[src/rtl/demux1x4_stripe_ctrl.sv]
// Byte-striping scheduler for the PHY RX 1x4 demux: collects bytes round-robin into a
// 4-lane staging group and hands each committed group to the lane datapath.
module demux1x4_stripe_ctrl #(
   parameter int DATA_WIDTH   = 8,
   parameter int IDLE_TIMEOUT = 16,
   parameter int CNT_WIDTH    = 16
) (
   input  logic                  clk,
   input  logic                  reset,
   input  logic                  valid_in,
   input  logic [DATA_WIDTH-1:0] data_in,
   output logic                  ready_out,
   input  logic                  flush,
   input  logic                  out_ready,
   output logic [DATA_WIDTH-1:0] data_out0,
   output logic [DATA_WIDTH-1:0] data_out1,
   output logic [DATA_WIDTH-1:0] data_out2,
   output logic [DATA_WIDTH-1:0] data_out3,
   output logic                  out_valid0,
   output logic                  out_valid1,
   output logic                  out_valid2,
   output logic                  out_valid3,
   output logic [1:0]            lane_ptr,
   output logic [CNT_WIDTH-1:0]  group_cnt
);

   localparam int IW      = (IDLE_TIMEOUT > 1) ? $clog2(IDLE_TIMEOUT) : 1;
   localparam int TO_LAST = (IDLE_TIMEOUT > 0) ? IDLE_TIMEOUT - 1 : 0;

   logic [3:0]           mask_q, mask_d;
   logic [1:0]           wr_ptr_q, wr_ptr_d;
   logic                 stage_full_q, stage_full_d;
   logic                 flush_req_q, flush_req_d;
   logic [IW-1:0]        idle_cnt_q, idle_cnt_d;
   logic                 out_pending_q, out_pending_d;
   logic [3:0]           out_mask_q, out_mask_d;
   logic [CNT_WIDTH-1:0] group_cnt_q, group_cnt_d;

   logic       out_free;
   logic       commit;
   logic       accept;
   logic [1:0] wr_lane;
   logic [3:0][DATA_WIDTH-1:0] out_data;

   assign out_free  = !out_pending_q | out_ready;
   assign commit    = (stage_full_q | flush_req_q) & (mask_q != 4'b0000) & out_free;
   assign ready_out = !flush_req_q & (!stage_full_q | out_free);
   assign accept    = valid_in & ready_out;
   // A byte arriving with a commit opens the fresh group at lane 0.
   assign wr_lane   = commit ? 2'd0 : wr_ptr_q;

   genvar gi;
   generate
      for (gi = 0; gi < 4; gi++) begin : g_lane
         logic [DATA_WIDTH-1:0] stage_q;
         logic [DATA_WIDTH-1:0] out_q;

         always_ff @(posedge clk) begin
            if (reset) begin
               stage_q <= '0;
               out_q   <= '0;
            end else begin
               if (accept && (wr_lane == 2'(gi))) begin
                  stage_q <= data_in;
               end
               if (commit) begin
                  out_q <= stage_q;
               end
            end
         end

         assign out_data[gi] = out_q;
      end
   endgenerate

   always_comb begin
      mask_d        = mask_q;
      wr_ptr_d      = wr_ptr_q;
      flush_req_d   = flush_req_q;
      idle_cnt_d    = idle_cnt_q;
      out_pending_d = out_pending_q;
      out_mask_d    = out_mask_q;
      group_cnt_d   = group_cnt_q;

      if (commit) begin
         mask_d        = 4'b0000;
         wr_ptr_d      = 2'd0;
         flush_req_d   = 1'b0;
         out_pending_d = 1'b1;
         out_mask_d    = mask_q;
         group_cnt_d   = group_cnt_q + CNT_WIDTH'(1);
      end else if (out_ready) begin
         out_pending_d = 1'b0;
      end

      if (accept) begin
         mask_d   = mask_d | (4'b0001 << wr_lane);
         wr_ptr_d = wr_lane + 2'd1;
      end

      // Judged on the post-commit mask so a flush can never latch against an empty group.
      if (flush && (mask_d != 4'b0000)) begin
         flush_req_d = 1'b1;
      end

      if ((IDLE_TIMEOUT == 0) || accept || commit || (mask_q == 4'b0000)) begin
         idle_cnt_d = '0;
      end else if (!stage_full_q && !flush_req_q) begin
         if (idle_cnt_q == IW'(TO_LAST)) begin
            idle_cnt_d  = '0;
            flush_req_d = 1'b1;
         end else begin
            idle_cnt_d = idle_cnt_q + IW'(1);
         end
      end
   end

   assign stage_full_d = (mask_d == 4'b1111);

   always_ff @(posedge clk) begin
      if (reset) begin
         mask_q        <= 4'b0000;
         wr_ptr_q      <= 2'd0;
         stage_full_q  <= 1'b0;
         flush_req_q   <= 1'b0;
         idle_cnt_q    <= '0;
         out_pending_q <= 1'b0;
         out_mask_q    <= 4'b0000;
         group_cnt_q   <= '0;
      end else begin
         mask_q        <= mask_d;
         wr_ptr_q      <= wr_ptr_d;
         stage_full_q  <= stage_full_d;
         flush_req_q   <= flush_req_d;
         idle_cnt_q    <= idle_cnt_d;
         out_pending_q <= out_pending_d;
         out_mask_q    <= out_mask_d;
         group_cnt_q   <= group_cnt_d;
      end
   end

   assign data_out0  = out_data[0];
   assign data_out1  = out_data[1];
   assign data_out2  = out_data[2];
   assign data_out3  = out_data[3];
   assign out_valid0 = out_pending_q & out_mask_q[0];
   assign out_valid1 = out_pending_q & out_mask_q[1];
   assign out_valid2 = out_pending_q & out_mask_q[2];
   assign out_valid3 = out_pending_q & out_mask_q[3];
   assign lane_ptr   = wr_ptr_q;
   assign group_cnt  = group_cnt_q;

endmodule
[config.mk]
export PLATFORM = sky130hd
export DESIGN_NAME = demux1x4_stripe_ctrl
export DESIGN_NICKNAME = d
export VERILOG_FILES = /design/src/rtl/demux1x4_stripe_ctrl.sv
export SDC_FILE = /design/constraint.sdc
export NUM_CORES = 1
export LEC_CHECK = 0
export BUFFER_PORTS_ARGS = -buffer_cell sky130_fd_sc_hd__buf_4
export CAP_MARGIN = 30
export CORE_ASPECT_RATIO = 0.75
export CORE_MARGIN = 5
export CORE_UTILIZATION = 52
export CTS_BUF_LIST = sky130_fd_sc_hd__clkbuf_8
export CTS_CLUSTER_SIZE = 10
export DETAILED_ROUTE_END_ITERATION = 6
export PLACE_DENSITY = 0.82
export SLEW_MARGIN = 20
export SYNTH_ARGS = -nofsm -noshare
export SYNTH_HDL_FRONTEND = slang
export SYNTH_SLANG_ARGS = --single-unit
[constraint.sdc]
create_clock -name clk -period 2.7 [get_ports clk]
set_input_delay 0.135 -clock clk [delete_from_list [all_inputs] [get_ports clk]]
set_output_delay 0.135 -clock clk [all_outputs]
set_load 0.01 [all_outputs]
==> impl_metrics.json, run 1 <==
{
  "outcome": "complete, no violations",
  "synthXorXnorAreaFrac": 0.0160,
  "dp_cells": 587,
  "layout_common_cells": "dfxtp_1, nand2_1, buf_4, a21oi_1, nor2_1",
  "area_delta_synth_final_pct": 21.0,
  "seq_area_frac_synth": 0.508,
  "holdPathStages": 3,
  "drt_iter0_markers": 180,
  "cellPowerDensity_nw_per_um2": 634,
  "final_cells": 603,
  "nNetsFinal": 516,
  "arrival_ns": 2.69,
  "static-leakage-power_nw": 1.74,
  "end_kind": "register",
  "syn_area_sq_um": 3820,
  "grt_pass1_wl_microns": 15200,
  "finalHoldViolations": 0,
  "port_buffers": 67,
  "slew_viol_final": 0,
  "fp.dieArea_sq_um": 9190,
  "ys_seq_elements": 97,
  "htreeDepth": 3,
  "place_ws_ns": 0.114,
  "rsz0062_at_grt": "no",
  "p_sw_frac": 0.267,
  "detailed_place_hpwl_microns": 6170,
  "coreArea_sq_um": 7260,
  "synth.distinct_cells": 38,
  "max-slew-margin-rel": 0.533,
  "setup_viol": 0,
  "min_to": "g_lane[2].stage_q[7]$_SDFFE_PP0P_",
  "hp-class": "primary input to register",
  "rr_worst_depth": 7,
  "cts-root-buf": "clkbuf_8",
  "highest_layer": "met4",
  "cts.path.max_buffers": 2,
  "viasPerCell": 5.47,
  "synthAdderAreaFrac": 0.0196,
  "die_w_microns": 109,
  "combPwrFrac": 0.143,
  "critPathMaxFanout": 10,
  "grt_pass1_vias": 3183,
  "numCtsBuffers": 9,
  "synth-compound-area-share": 0.108,
  "worstReg2RegEnd": "stage_full_q$_SDFF_PP0_",
  "path_class": "register to register",
  "die_y_microns": 84.3,
  "gp_congestion": 0.915,
  "diodes": 0,
  "max-vdd-ir-drop_v": 0.000353,
  "grtUsageTotal": 0.204,
  "met1Wirelength_microns": 4040,
  "rows": 27,
  "clock-skew-final_ns": 0.00630,
  "synth_top_family_by_area": "simple AND/OR/NAND/NOR gates",
  "fmax_ghz": 0.410,
  "drive_gt1_frac": 0.203,
  "route.met3.wl_microns": 667,
  "clock_latency_ns": 0.35,
  "layout_setup_ws_ns": 0.259,
  "cp-start-kind": "register",
  "wl_met2_microns": 4200,
  "path_clk_slew_ns": 0.09,
  "synthesis.nets": 459,
  "route.vias.total": 3301,
  "antenna_found_initial": 0,
  "cts_hold_buf": 0,
  "pin_count": 68,
  "synth_cells": 440,
  "r2r-start": "mask_q[0]$_SDFF_PP0_",
  "synthMuxAreaShare": 0.0717,
  "drv_cap": 0,
  "p_int_w": 0.00215,
  "drc": 0,
  "r2r_slack_ns": 0.26,
  "synth-async-reset-ratio": 0,
  "power.total_w": 0.00293,
  "synth_top_flop_cell": "dfxtp_1",
  "avgRoutedWirePerCell_microns": 14.9,
  "synth_edf_count": 0,
  "drt_first_pass_iters": 4,
  "seqPwrFrac": 0.522,
  "worstPathRequired_ns": 2.95,
  "final_common_cell": "dfxtp_1",
  "synth-simple-area-share": 0.239,
  "initial_core_util": 0.526,
  "ys_warn_count": 0,
  "grt_overflow": 0,
  "power.net_switching_w": 0.000785,
  "pwr-share-clk": 0.336,
  "setup-tns-final_ns": 0,
  "min_period_over_period": 0.904,
  "hold_start": "data_in[7]",
  "layout_min_cycle_time_ns": 2.44,
  "ant_nets": 0,
  "hold_ws_ns": 0.0599,
  "worst_pin_slew_ns": 0.699,
  "syn_avg_cell_area_sq_um": 8.69,
  "routed_wl_microns": 9010,
  "cts.sinks": 97,
  "cts_tree": "done",
  "grt_max_degree": 62
}
==> logic make-up (layout without fill, tap and decap cells) <==
kind of cell / count (synthesis) / in the layout
adders and majority gates: 6 / 6
AOI/OAI and AO/OA: 77 / 77
and+or+nand+nor: 194 / 194
muxes: 27 / 27
xor gates and xnor gates: 7 / 7
DFF: 97 / 97
buffers and inverters: 32 / 94
==> state kept, by name (all words and copies together) (netlist names) <==
signal,count
data_out1,8
out_mask_q,4
out_pending_q,1
g_lane.stage_q,32
flush_req_q,1
stage_full_q,1
data_out0,8
data_out3,8
data_out2,8
lane_ptr,2
group_cnt,16
mask_q,4
idle_cnt_q,4
==> stage by stage <==
stage | utilization | instance area (sq um)
CTS | 0.635 | 4610
floorplan | - | 3830
finish | 0.637 | 4630
detailed placement | 0.606 | 4400
global route | 0.637 | 4630
global placement | 0.606 | 4400
==> timing repair <==
action                                  in CTS  in global routing
resized for setup                            0                  2
endpoints found under the setup margin       0                  3
setup buffers                                0                  0
==> cells in the mapped netlist, types with 2 or more instances <==
cell type   n  share of area
nand2b_1    2         0.0033
nor3_1      5         0.0065
nand3b_1    2         0.0039
nor2_1     37          0.036
nor4_1      2         0.0033
inv_1       4         0.0039
or3_1       4         0.0065
a21oi_1    63          0.082
mux2i_1    24          0.063
and4bb_2    2         0.0065
o21ai_0     3         0.0039
xor2_1      5          0.011
nor2b_1     4         0.0065
dfxtp_1    97           0.51
clkbuf_1   17          0.017
nand4_1     8          0.013
mux2_2      2         0.0059
and2_1      4         0.0065
nand2_1    94          0.092
o31ai_1     8          0.016
and4_1      2         0.0046
or4_1       9          0.018
xnor2_1     2         0.0046
buf_6       2         0.0059
buf_2       9          0.012
ha_1        6          0.020
nand3_1    12          0.016
==> layout make-up <==
type	count	area, sq um
inverter	4	15.0
timing repair buffer	74	568
tap	101	126
multi-input combinational	311	1760
clock inverter	4	48.8
clock buffer	12	165
fill	610	2640
sequential	97	1940
==> routing by layer <==
layer  vias up  track usage
met4         0       0.0562
met1      1563        0.278
met3        11       0.0538
li1       1617            -
met5         -            0
met2       110        0.321
==> power groups by stage <==
stage,clock [W],sequential [W],combinational (W)
floorplan,0,0.00155,0.000294
global placement,0,0.00156,0.000393
detailed placement,0,0.00156,0.000408
CTS,0.00101,0.00153,0.000410
global route,0.00108,0.00154,0.000453
finish,0.000985,0.00153,0.000418
==> worst max-delay path by stage <==
stage / start / to / slack [ns] / cells after the start
global placement: flush_req_q$_SDFF_PP0_ / flush_req_q$_SDFF_PP0_ / 0.34 / 7
CTS: mask_q[0]$_SDFF_PP0_ / stage_full_q$_SDFF_PP0_ / 0.09 / 7
finish: mask_q[0]$_SDFF_PP0_ / stage_full_q$_SDFF_PP0_ / 0.26 / 7
global route: out_pending_q$_SDFFE_PP0P_ / stage_full_q$_SDFF_PP0_ / 0.04 / 8
detailed placement: flush_req_q$_SDFF_PP0_ / flush_req_q$_SDFF_PP0_ / 0.11 / 7
floorplan: mask_q[0]$_SDFF_PP0_ / stage_full_q$_SDFF_PP0_ / 0.02 / 13
==> critical path: stages, from the launching register on <==
cell and delay (ns):
dfxtp_1 0.36, nor4_2 0.51, o31ai_2 0.21, inv_1 0.13, ha_1 0.19, and4bb_2 0.48
o22ai_1 0.16, nor4b_1 0.30
Note: power is estimated with default switching activity, not from simulation.
==> run 2, diff against run 1 <==
--- a/config.mk
+++ b/config.mk
@@ -10,8 +10,8 @@
 export CORE_ASPECT_RATIO = 0.75
 export CORE_MARGIN = 5
 export CORE_UTILIZATION = 52
-export CTS_BUF_LIST = sky130_fd_sc_hd__clkbuf_8
-export CTS_CLUSTER_SIZE = 10
+export CTS_BUF_LIST = sky130_fd_sc_hd__clkbuf_4
+export CTS_CLUSTER_SIZE = 16
 export DETAILED_ROUTE_END_ITERATION = 6
 export PLACE_DENSITY = 0.82
 export SLEW_MARGIN = 20
==> run 2 against run 1 <==
Largest cell class unchanged. Critical path depth unchanged. First-iteration DRC count up 38%. Design area down 0.14%. Highest routed layer unchanged. Worst setup slack worse by 0.032 ns. Global-route usage about the same.
==> impl_metrics.json, run 2 (synthesis results as in run 1) <==
{
  "combPwrFrac": 0.159,
  "r2r-start": "flush_req_q$_SDFF_PP0_",
  "largest_reg_flops": 32,
  "gp_congestion": 0.915,
  "route.vias.total": 3355,
  "max-vdd-ir-drop_v": 0.000322,
  "setup-tns-final_ns": 0,
  "grtUsageTotal": 0.204,
  "numCtsBuffers": 9,
  "rows": 27,
  "regMostFlops": "g_lane.stage_q",
  "finalHoldViolations": 0,
  "final_cells": 611,
  "worst_pin_slew_ns": 0.692,
  "detailed_place_hpwl_microns": 6170,
  "fmax_ghz": 0.404,
  "layout_common_cells": "dfxtp_1, nand2_1, buf_4, a21oi_1, nor2_1",
  "fill_cells": 606,
  "slew_viol_final": 0,
  "r2r_slack_ns": 0.23,
  "min_period_over_period": 0.916,
  "hold_start": "flush",
  "avgRoutedWirePerCell_microns": 14.8,
  "cellPowerDensity_nw_per_um2": 583,
  "drt_first_pass_iters": 7,
  "grt_max_degree": 62,
  "path_class": "register to register",
  "fp.dieArea_sq_um": 9190,
  "cts-root-buf": "clkbuf_4",
  "initial_core_util": 0.526,
  "multi_input_area_sq_um": 1760,
  "cts.path.max_buffers": 2,
  "cp-start-kind": "register",
  "cts.sinks": 97,
  "worstPathRequired_ns": 3.02,
  "clock_latency_ns": 0.43,
  "power.total_w": 0.00269,
  "drc": 0,
  "cts_tree": "done",
  "dp_cells": 587,
  "critPathMaxFanout": 10,
  "hp-class": "primary input to register",
  "grt_pass1_wl_microns": 15200,
  "setup_viol": 0,
  "max-slew-margin-rel": 0.538,
  "die_y_microns": 84.3,
  "seqCellArea_sq_um": 1940,
  "rsz0062_at_grt": "no",
  "cts_setup_buffers": 0,
  "worstReg2RegEnd": "flush_req_q$_SDFF_PP0_",
  "p_int_w": 0.00193,
  "static-leakage-power_nw": 1.74,
  "die_w_microns": 109,
  "power.net_switching_w": 0.000762,
  "rr_worst_depth": 7,
  "antenna_found_initial": 0,
  "drive_gt1_frac": 0.194,
  "min_to": "flush_req_q$_SDFF_PP0_",
  "layout_min_cycle_time_ns": 2.47,
  "diodes": 0,
  "fin_util": 0.636,
  "grt_pass1_vias": 3196,
  "drt_iter0_markers": 248,
  "clock-skew-final_ns": 0.00777,
  "final_common_cell": "dfxtp_1",
  "coreArea_sq_um": 7260,
  "grt_overflow": 0,
  "pwr-share-clk": 0.272,
  "seqPwrFrac": 0.569,
  "holdPathStages": 3,
  "end_kind": "register",
  "p_sw_frac": 0.283,
  "routed_wl_microns": 9030,
  "pin_count": 68,
  "arrival_ns": 2.79,
  "area_delta_synth_final_pct": 20.8,
  "drv_cap": 0,
  "nNetsFinal": 524,
  "outcome": "complete, no violations",
  "path_clk_slew_ns": 0.14,
  "port_buffers": 67,
  "ant_nets": 0,
  "htreeDepth": 3,
  "viasPerCell": 5.49
}
==> run 2: cell count changes in the layout (fill, tap and decap cells not counted) <==
cell,change
clkbuf_4,+9
clkbuf_8,-12
clkinv_1,+3
dlygate4sd3_1,+8
==> run 2: per-stage QoR <==
step	hold slack, ns	cell area (sq um)	worst slack, ns
detailed placement	0.429	4400	0.114
finish	0.0492	4620	0.226
global route	0.0204	4620	0.0638
global placement	0.413	4400	0.339
CTS	0.0329	4610	0.103
floorplan	0.282	3830	0.0192
==> run 2: final cells by class <==
| type | instances | share of cell area |
|---|---|---|
| Clock buffer | 9 | 0.0146 |
| Tap cell | 101 | 0.0274 |
| Timing Repair Buffer | 82 | 0.140 |
| Multi-Input combinational cell | 311 | 0.381 |
| Inverter | 4 | 0.00325 |
| Sequential cell | 97 | 0.420 |
| Clock inverter | 7 | 0.0130 |
==> run 2: worst max-delay path by stage <==
stage | cells after the start | end | start | slack [ns]
global placement | 7 | flush_req_q$_SDFF_PP0_ | flush_req_q$_SDFF_PP0_ | 0.34
floorplan | 13 | stage_full_q$_SDFF_PP0_ | mask_q[0]$_SDFF_PP0_ | 0.02
global route | 7 | stage_full_q$_SDFF_PP0_ | out_pending_q$_SDFFE_PP0P_ | 0.06
CTS | 7 | flush_req_q$_SDFF_PP0_ | flush_req_q$_SDFF_PP0_ | 0.10
finish | 7 | flush_req_q$_SDFF_PP0_ | flush_req_q$_SDFF_PP0_ | 0.23
detailed placement | 7 | flush_req_q$_SDFF_PP0_ | flush_req_q$_SDFF_PP0_ | 0.11
==> run 2: power by group through the flow <==
stage	Sequential, W	Clock [W]	Combinational (W)
after global routing	0.00154	0.000825	0.000462
after global placement	0.00156	0	0.000393
after CTS	0.00153	0.000749	0.000419
after floorplan	0.00155	0	0.000294
after detailed placement	0.00156	0	0.000408
final	0.00153	0.000732	0.000427
==> run 2: layer usage <==
| layer | GRT usage | vias to the layer above | wire [microns] |
|---|---|---|---|
| met5 | 0 | - | 0 |
| met4 | 0.0459 | 0 | 90 |
| met3 | 0.0546 | 9 | 709 |
| met2 | 0.326 | 122 | 4210 |
| met1 | 0.277 | 1587 | 4010 |
| li1 | - | 1637 | - |
==> run 2: timing repair <==
item	4_1_cts	5_1_grt
endpoints found under the hold margin	28	0
setup endpoints to repair	0	3
hold buffers	8	0
gates resized for setup	0	2
==> run 2: worst max-delay path: stages, from the launching register on <==
cell and delay (ns):
dfxtp_1 0.57, nor2_4 0.14, o31ai_2 0.44, inv_1 0.14
ha_1 0.26, or4_1 0.50, a22oi_1 0.18, o221ai_1 0.14
